$ cat src/rtl/mem_sys_pkg.sv
// Shared types and default widths for the memory subsystem request path.
package mem_sys_pkg;

   localparam int unsigned DEF_DATA_WIDTH = 4;
   localparam int unsigned DEF_ADDR_WIDTH = 8;
   localparam int unsigned DEF_LEN_WIDTH  = 4;

   typedef enum logic [1:0] {
      IDLE  = 2'd0,
      WRITE = 2'd1,
      READ  = 2'd2,
      DRAIN = 2'd3
   } state_t;

endpackage

$ cat src/rtl/mem_rd_pipe.sv
// Read-return pipeline: tags each issued read address with valid/last, then
// registers the RAM output two cycles after issue into rd_data/rd_valid/rd_last.
module mem_rd_pipe
   import mem_sys_pkg::*;
#(
   parameter int unsigned DATA_WIDTH = DEF_DATA_WIDTH
) (
   input  logic                  clk,
   input  logic                  reset,
   input  logic                  issue,
   input  logic                  issue_last,
   input  logic [DATA_WIDTH-1:0] mem_r_data,
   output logic [DATA_WIDTH-1:0] rd_data,
   output logic                  rd_valid,
   output logic                  rd_last
);

   logic tag_valid;
   logic tag_last;

   // Stage 1 tracks the address in flight; stage 2 captures the RAM word.
   always_ff @(posedge clk or posedge reset) begin
      if (reset) begin
         tag_valid <= 1'b0;
         tag_last  <= 1'b0;
         rd_valid  <= 1'b0;
         rd_last   <= 1'b0;
         rd_data   <= '0;
      end else begin
         tag_valid <= issue;
         tag_last  <= issue & issue_last;
         rd_valid  <= tag_valid;
         rd_last   <= tag_last;
         if (tag_valid) begin
            rd_data <= mem_r_data;
         end
      end
   end

endmodule

$ cat src/rtl/mem_access_ctrl.sv
// Request-side initiator for the single-port synchronous RAM: accepts single or
// burst read/write requests, drives the RAM port and returns read beats.
// Optional feature macro: MEM_WRITE_VERIFY_EN (read-back compare of each write
// beat with a sticky err flag); when undefined err is tied low.
module mem_access_ctrl
   import mem_sys_pkg::*;
#(
   parameter int unsigned DATA_WIDTH = DEF_DATA_WIDTH,
   parameter int unsigned ADDR_WIDTH = DEF_ADDR_WIDTH,
   parameter int unsigned LEN_WIDTH  = DEF_LEN_WIDTH
) (
   input  logic                  clk,
   input  logic                  reset,
   input  logic                  req_valid,
   output logic                  req_ready,
   input  logic                  req_write,
   input  logic [ADDR_WIDTH-1:0] req_addr,
   input  logic [LEN_WIDTH-1:0]  req_len,
   input  logic [DATA_WIDTH-1:0] wdata,
   input  logic                  wdata_valid,
   output logic                  wdata_ready,
   output logic [DATA_WIDTH-1:0] rd_data,
   output logic                  rd_valid,
   output logic                  rd_last,
   output logic                  busy,
   output logic                  err,
   output logic                  mem_wr_en,
   output logic [ADDR_WIDTH-1:0] mem_addr,
   output logic [DATA_WIDTH-1:0] mem_w_data,
   input  logic [DATA_WIDTH-1:0] mem_r_data
);

   state_t                state;
   logic [ADDR_WIDTH-1:0] addr_q;
   logic [ADDR_WIDTH-1:0] mem_addr_q;
   logic [DATA_WIDTH-1:0] w_data_q;
   logic [LEN_WIDTH-1:0]  len_q;
   logic [LEN_WIDTH-1:0]  cnt_q;

   logic wr_acc;
   logic rd_issue;
   logic req_acc;
   logic last_beat;

   // The RAM samples its port at the same edge that accepts a beat, so the
   // port is steered from the state register; the hold registers keep the
   // last driven address/data stable between accesses.
   assign wr_acc      = (state == WRITE) && wdata_valid;
   assign rd_issue    = (state == READ);
   assign req_acc     = (state == IDLE) && req_valid;
   assign last_beat   = (cnt_q == len_q);
   assign req_ready   = (state == IDLE);
   assign busy        = (state != IDLE);
   assign wdata_ready = (state == WRITE);
   assign mem_wr_en   = wr_acc;
   assign mem_addr    = (wr_acc || rd_issue) ? addr_q : mem_addr_q;
   assign mem_w_data  = wr_acc ? wdata : w_data_q;

   // Request FSM with burst address/beat counters.
   always_ff @(posedge clk or posedge reset) begin
      if (reset) begin
         state      <= IDLE;
         addr_q     <= '0;
         mem_addr_q <= '0;
         w_data_q   <= '0;
         len_q      <= '0;
         cnt_q      <= '0;
      end else begin
         case (state)
            IDLE: begin
               if (req_valid) begin
                  addr_q <= req_addr;
                  len_q  <= req_len;
                  cnt_q  <= '0;
                  state  <= req_write ? WRITE : READ;
               end
            end
            WRITE: begin
               if (wdata_valid) begin
                  mem_addr_q <= addr_q;
                  w_data_q   <= wdata;
                  addr_q     <= addr_q + ADDR_WIDTH'(1);
                  cnt_q      <= cnt_q + LEN_WIDTH'(1);
                  if (last_beat) begin
                     state <= IDLE;
                  end
               end
            end
            READ: begin
               mem_addr_q <= addr_q;
               addr_q     <= addr_q + ADDR_WIDTH'(1);
               cnt_q      <= cnt_q + LEN_WIDTH'(1);
               if (last_beat) begin
                  state <= DRAIN;
               end
            end
            DRAIN: begin
               if (rd_valid && rd_last) begin
                  state <= IDLE;
               end
            end
         endcase
      end
   end

   mem_rd_pipe #(
      .DATA_WIDTH(DATA_WIDTH)
   ) u_rd_pipe (
      .clk        (clk),
      .reset      (reset),
      .issue      (rd_issue),
      .issue_last (last_beat),
      .mem_r_data (mem_r_data),
      .rd_data    (rd_data),
      .rd_valid   (rd_valid),
      .rd_last    (rd_last)
   );

`ifdef MEM_WRITE_VERIFY_EN
   logic                  vf_pend;
   logic [DATA_WIDTH-1:0] vf_data;
   logic                  err_q;

   // One cycle after a write the RAM shows the just-written word; a new
   // mismatch takes priority over the clear on request accept.
   always_ff @(posedge clk or posedge reset) begin
      if (reset) begin
         vf_pend <= 1'b0;
         vf_data <= '0;
         err_q   <= 1'b0;
      end else begin
         vf_pend <= wr_acc;
         if (wr_acc) begin
            vf_data <= wdata;
         end
         if (vf_pend && (mem_r_data != vf_data)) begin
            err_q <= 1'b1;
         end else if (req_acc) begin
            err_q <= 1'b0;
         end
      end
   end

   assign err = err_q;
`else
   assign err = 1'b0;
`endif

endmodule
$ cat config.mk
export PLATFORM = sky130hd
export DESIGN_NAME = mem_access_ctrl
export DESIGN_NICKNAME = d
export VERILOG_FILES = /design/src/rtl/mem_sys_pkg.sv /design/src/rtl/mem_rd_pipe.sv /design/src/rtl/mem_access_ctrl.sv
export SDC_FILE = /design/constraint.sdc
export NUM_CORES = 1
export LEC_CHECK = 0
export CAP_MARGIN = 20
export CORE_ASPECT_RATIO = 2
export CORE_MARGIN = 4
export CORE_UTILIZATION = 49
export DETAILED_ROUTE_END_ITERATION = 6
export GPL_ROUTABILITY_DRIVEN = 1
export PLACE_DENSITY = 0.79
export SYNTH_ARGS = -nofsm -noshare
export SYNTH_HDL_FRONTEND = slang
export SYNTH_SLANG_ARGS = --single-unit
$ cat constraint.sdc
create_clock -name clk -period 2 [get_ports clk]
set_input_delay 0.3 -clock clk [delete_from_list [all_inputs] [get_ports clk]]
set_output_delay 0.3 -clock clk [all_outputs]
set_load 0.02 [all_outputs]
* Yosys cells after proc, flatten, opt, wreduce, memory -nomap -nowiden
Cells that the tools add are included.
** Operators by class
- Add/sub/neg operators :: 2
- Multiply operators :: 0
- Divide/modulo/power cells :: 0
- $lt $le $gt $ge :: 0
- Equal/unequal tests :: 9
- Shift operators :: 0
- Mux-type cells :: 17
- Bitwise gates (word level) :: 1
- Reduce and logical (&&, ||, !) cells :: 12
** Operators by type and width (count)
- $mux W8 :: 4
- $pmux W8 S3 :: 1
- $pmux W8 S2 :: 1
- $mux W2 :: 6
- $mux W4 :: 3
- $pmux W4 S3 :: 1
- $add A8 B1 Y8 const B :: 1
- $pmux W2 S4 :: 1
- $ne A2 B2 Y1 const B :: 3
- $reduce_and A2 Y1 :: 3
- $reduce_and A5 Y1 :: 1
- $add A4 B1 Y4 const B :: 1
- $eq A2 B2 Y1 const B :: 2
- $eq A4 B4 Y1 :: 1
- $ne A2 B1 Y1 const B :: 2
- $reduce_bool A2 Y1 :: 2
- $reduce_and A3 Y1 :: 1
- $reduce_bool A3 Y1 :: 1
- $eq A2 B1 Y1 const B :: 1
- $logic_and A1 B1 Y1 :: 2
- $logic_not A2 Y1 :: 1
- $and A1 B1 Y1 :: 1
- $logic_or A1 B1 Y1 :: 1
** Word-level totals
- Register bits after elaboration :: 38
- Latch bits :: 0
- Bits in writable memories :: 0
- Memory bits (read-only) :: 0
- Input bits :: 25
- Output and inout bits :: 23
- Logic and storage cells :: 52
- Memories :: 0

* Longest topological paths before layout
- Word-level depth :: 4
- Gate-level depth with buffers :: 7
- Depth with buffers taken out :: 6

* By module
Synthesis repeated with hierarchy kept, for this count alone.
** Unflattened totals
- Cell total of the unflattened synthesis :: 171
- Area total of the unflattened synthesis :: 1941.9 um^2
** Modules (own cells, without submodules)
- mem_access_ctrl :: times used 1, cells an instance 157, area each 1686.6 um^2, sequential area each 750.7 um^2
- mem_rd_pipe :: times used 1, cells an instance 14, area each 255.2 um^2, sequential area each 200.2 um^2

* Worst setup path before layout
No wires, ideal clock.
- Kind :: register to output
- Start point :: register state[1]
- End point :: output mem_addr[0]
- Arrival time :: 1.592 ns
- Data required time :: 1.700 ns
- Path slack :: 0.108 ns
- Stages on the path, launching flop included :: 5
- Buffers on the path :: 0
- Cells stage by stage :: dfrtp_1 -> inv_1 -> ha_1 -> a21oi_2 -> o21ai_0
** On the way
- Cells in the longest elaborated chain, start to end :: 4
- Elaborated cells on any way between the ends :: 5
- Classes of those cells :: eq/ne (2); mux (1); reduce/logical (2)
** Ends and longest elaborated chain
- start: declaration :: RTL line mem_access_ctrl.sv:33 : state_t state;
- start signal: assignment :: RTL line mem_access_ctrl.sv:75 : state <= req_write ? WRITE : READ;
- $eq A2 B1 Y1
- named net wdata_ready :: RTL line mem_access_ctrl.sv:21 : output logic wdata_ready,
- $logic_and A1 B1 Y1 :: RTL line mem_access_ctrl.sv:48 : assign wr_acc = (state == WRITE) && wdata_valid;
- $logic_or A1 B1 Y1 :: RTL line mem_access_ctrl.sv:56 : assign mem_addr = (wr_acc || rd_issue) ? addr_q : mem_addr_q;
- $mux W8 :: RTL line mem_access_ctrl.sv:56
- end: declaration :: RTL line mem_access_ctrl.sv:28 : output logic [ADDR_WIDTH-1:0] mem_addr,
The timed path passes the listed nets, and every way through them passes these cells.

* Worst setup path after layout
- Start point :: register state[1]
- End point :: output mem_addr[2]
** On the way
- Elaborated cells on any way between the ends :: 5
- Classes of those cells :: eq/ne (2); mux (1); reduce/logical (2)
** RTL lines
- $eq A2 B2 Y1 :: RTL line mem_access_ctrl.sv:49 : assign rd_issue = (state == READ);
- named net rd_issue :: RTL line mem_access_ctrl.sv:41 : logic rd_issue;
- $logic_or A1 B1 Y1 :: RTL line mem_access_ctrl.sv:56
- $mux W8 :: RTL line mem_access_ctrl.sv:56
The timed path passes the listed nets, and every way through them passes these cells.

==> results.json <==
{
  "status": "finished with violations",
  "violations": "setup timing",
  "hpwl_um": 3470,
  "cap_violations": 0,
  "syn_area_per_cell_um2": 11.3,
  "diodes": 0,
  "route.detailed.drc": 0,
  "synth_fa_ha_area_share_pct": 5.11,
  "grt_overflow": 0,
  "drt_first_pass_iters": 4,
  "clock_power_share_pct": 10.8,
  "finalHoldViolCount": 0,
  "ys_types": 38,
  "timing.rr.end": "cnt_q[3]",
  "setup_ws_ps": -86.2,
  "combPwrFrac_pct": 60.0,
  "synth_cells": 174,
  "fillers": 305,
  "ctsRootBufferMaster": "clkbuf_8",
  "synth_area_um2": 1960,
  "finalCritPeriodShare_pct": 104,
  "wl_per_cell_um": 16.0,
  "grt_pass1_vias": 1628,
  "multi_input_area_um2": 1020,
  "min_period_ps": 2090,
  "synthTopCellsByArea": "dfrtp_1 (49%), mux2_2 (15%), ha_1 (5.1%)",
  "finalSetupViolCount": 6,
  "worst_setup_path_start_kind": "flop",
  "slew_viol_final": 0,
  "ir_worst_vdd_v": 0.00101,
  "path_max_fanout": 3,
  "ys_seq_area_share_pct": 48.5,
  "cts_made_buffers": 5,
  "antenna_left": 0,
  "regToRegSetupSlack_ps": 120,
  "r2r-start": "state[1]",
  "synth_flop_cell": "dfrtp_1",
  "clock_path_buffers": 2,
  "layout-drive-gt1-share_pct": 33.2,
  "p_seq_share_pct": 29.2,
  "design.core.area_um2": 3840,
  "cp_data_required_time_ps": 1700,
  "yosys_register_bits": 38,
  "yosys_warnings": 0,
  "fmax_mhz": 479,
  "cts_tree": "yes",
  "areaGrowthSynthToFinish_pct": 41.1,
  "switching_power_mw": 2.00,
  "pin_count": 48,
  "nets": 273,
  "switching_share_pct": 40.0,
  "die-area_um2": 5140,
  "totalWireLength_um": 4680,
  "rows": 32,
  "muxShareOfSynthArea_pct": 17.8,
  "synthArstFlopShare_pct": 100,
  "die_w_um": 52.7,
  "drtIter0Drc": 21,
  "cp.arrival_ps": 1790,
  "grt_usage_pct": 19.9,
  "cts.htree.levels": 2,
  "initial_core_util_pct": 51.0,
  "crit_start": "state[1]",
  "rsz0062_at_grt": "true",
  "hold_ws_ps": 343,
  "skew_ps": 6.64,
  "vias_per_cell": 5.34,
  "hold_class": "reg -> reg",
  "synth_top_family_by_area": "multiplexers",
  "end_kind": "output port",
  "num_vias": 1560,
  "die_h_um": 97.4,
  "antenna_found_initial": 0,
  "crit_path_end": "mem_addr[2]",
  "critPathKind": "reg -> out",
  "synth_simple_gate_area_share_pct": 15.5,
  "pre_cts_ws_ps": -308,
  "reg2reg_depth": 7,
  "power_density_nw_per_um2": 1800,
  "total_leakage_power_nw": 1.28,
  "yosysTopAreaCell": "dfrtp_1",
  "synth_top_area_share_pct": 48.5,
  "grt_pass1_wl_um": 7660,
  "synth_edf_count": 0,
  "synthesis.nets": 207,
  "numPortBuffers": 46,
  "synth_common_cells": "dfrtp_1 (38), mux2_2 (26), nand2_1 (16)",
  "place_congestion": 0.894,
  "yosysMostFrequentCell": "dfrtp_1",
  "ctsHoldBuffers": 0,
  "clk-insertion-delay-late_ps": 290,
  "grt_max_degree": 39,
  "regArea_um2": 952,
  "synth_xor_area_share_pct": 1.79,
  "clock_sinks": 38,
  "synth_compound_area_share_pct": 7.54,
  "path_clk_slew_ps": 70,
  "p_int_mw": 2.99
}
-- how the worst min path moves through the flow --
stage	from	end	slack [ps]	cells past startpoint
after global placement	u_rd_pipe.tag_last	u_rd_pipe.rd_last	340	0
final	u_rd_pipe.tag_last	u_rd_pipe.rd_last	340	0
after global routing	u_rd_pipe.tag_last	u_rd_pipe.rd_last	350	0
after floorplan	u_rd_pipe.tag_last	u_rd_pipe.rd_last	330	0
after detailed placement	u_rd_pipe.tag_last	u_rd_pipe.rd_last	340	0
after CTS	u_rd_pipe.tag_last	u_rd_pipe.rd_last	350	0
-- final cells by class --
cell class | instances | share of cell area, %
clock buffer | 7 | 3.12
clock inverter | 1 | 0.181
inverter | 7 | 0.951
multi-input combinational | 122 | 37.0
sequential | 38 | 34.4
tap | 51 | 2.31
timing repair buffer | 66 | 22.0
-- kinds of logic (layout without fill, tap and decap cells) --
logic type / Yosys count / count (layout)
AOI/OAI and AO/OA: 24 / 24
adders and majority gates: 8 / 8
DFF: 38 / 38
buffers and inverters: 14 / 81
other: 1 / 1
muxes: 31 / 31
xor gates and xnor gates: 4 / 4
and+or+nand+nor: 54 / 54
-- power by group through the flow --
stage	clock network (mW)	logic, mW	registers, mW
after floorplan	0	1.74	1.40
after global placement	0	2.64	1.41
after detailed placement	0	2.74	1.46
after CTS	0.554	2.93	1.45
after global routing	0.586	3.22	1.52
final	0.539	2.99	1.46
-- metrics by stage --
stage / instances / total power, mW / setup TNS (ps) / utilization, % / instance area, um2
floorplan: 174 / 3.14 / 0 / - / 1960
finish: 292 / 4.99 / -301 / 71.9 / 2760
detailed placement: 278 / 4.20 / -3080 / 66.2 / 2540
global placement: 278 / 4.05 / -2590 / 66.2 / 2540
global route: 292 / 5.32 / -818 / 71.9 / 2760
CTS: 290 / 4.93 / -479 / 70.7 / 2720
-- state kept, by name (all words and copies together) (netlist names), 2 cells and up --
name / count
w_data_q: 4
mem_addr_q: 8
u_rd_pipe.rd_data: 4
cnt_q: 4
len_q: 4
addr_q: 8
state: 2
-- repair_timing --
action | CTS | global route
pin swaps | 2 | 1
endpoints found under the setup margin | 16 | 24
endpoints found under the hold margin | 0 | 0
buffers inserted | 3 | 2
gates resized for setup | 84 | 8
cloned | 1 | 0
-- routing by layer --
| metal | up-vias | global-route usage, % | wire, um |
|---|---|---|---|
| met4 | 0 | 7.28 | 123 |
| met3 | 12 | 5.07 | 166 |
| met1 | 773 | 20.3 | 1680 |
| met5 | - | 0 | 0 |
| met2 | 31 | 36.4 | 2700 |
| li1 | 744 | - | - |
-- cell usage in the layout (no fill, tap or decap), types with 4 or more instances in the layout --
cell type / instances
buf_2: 5
buf_4: 16
buf_6: 11
clkbuf_8: 6
clkdlybuf4s50_1: 30
dfrtp_1: 37
ha_1: 6
inv_1: 6
mux2_2: 18
mux2_4: 8
nand2_1: 15
nand2b_1: 5
nand3_1: 6
nor2_1: 4
nor3_1: 6
o21ai_0: 10
xor2_1: 4
-- critical path, stage by stage (launching register included) --
cell and delay [ps]:
dfrtp_1 390, buf_6 130, ha_4 160, a21oi_4 170
buf_6 140, buf_6 90, mux2_4 290, buf_6 130
(Power assumes the default switching activity.)
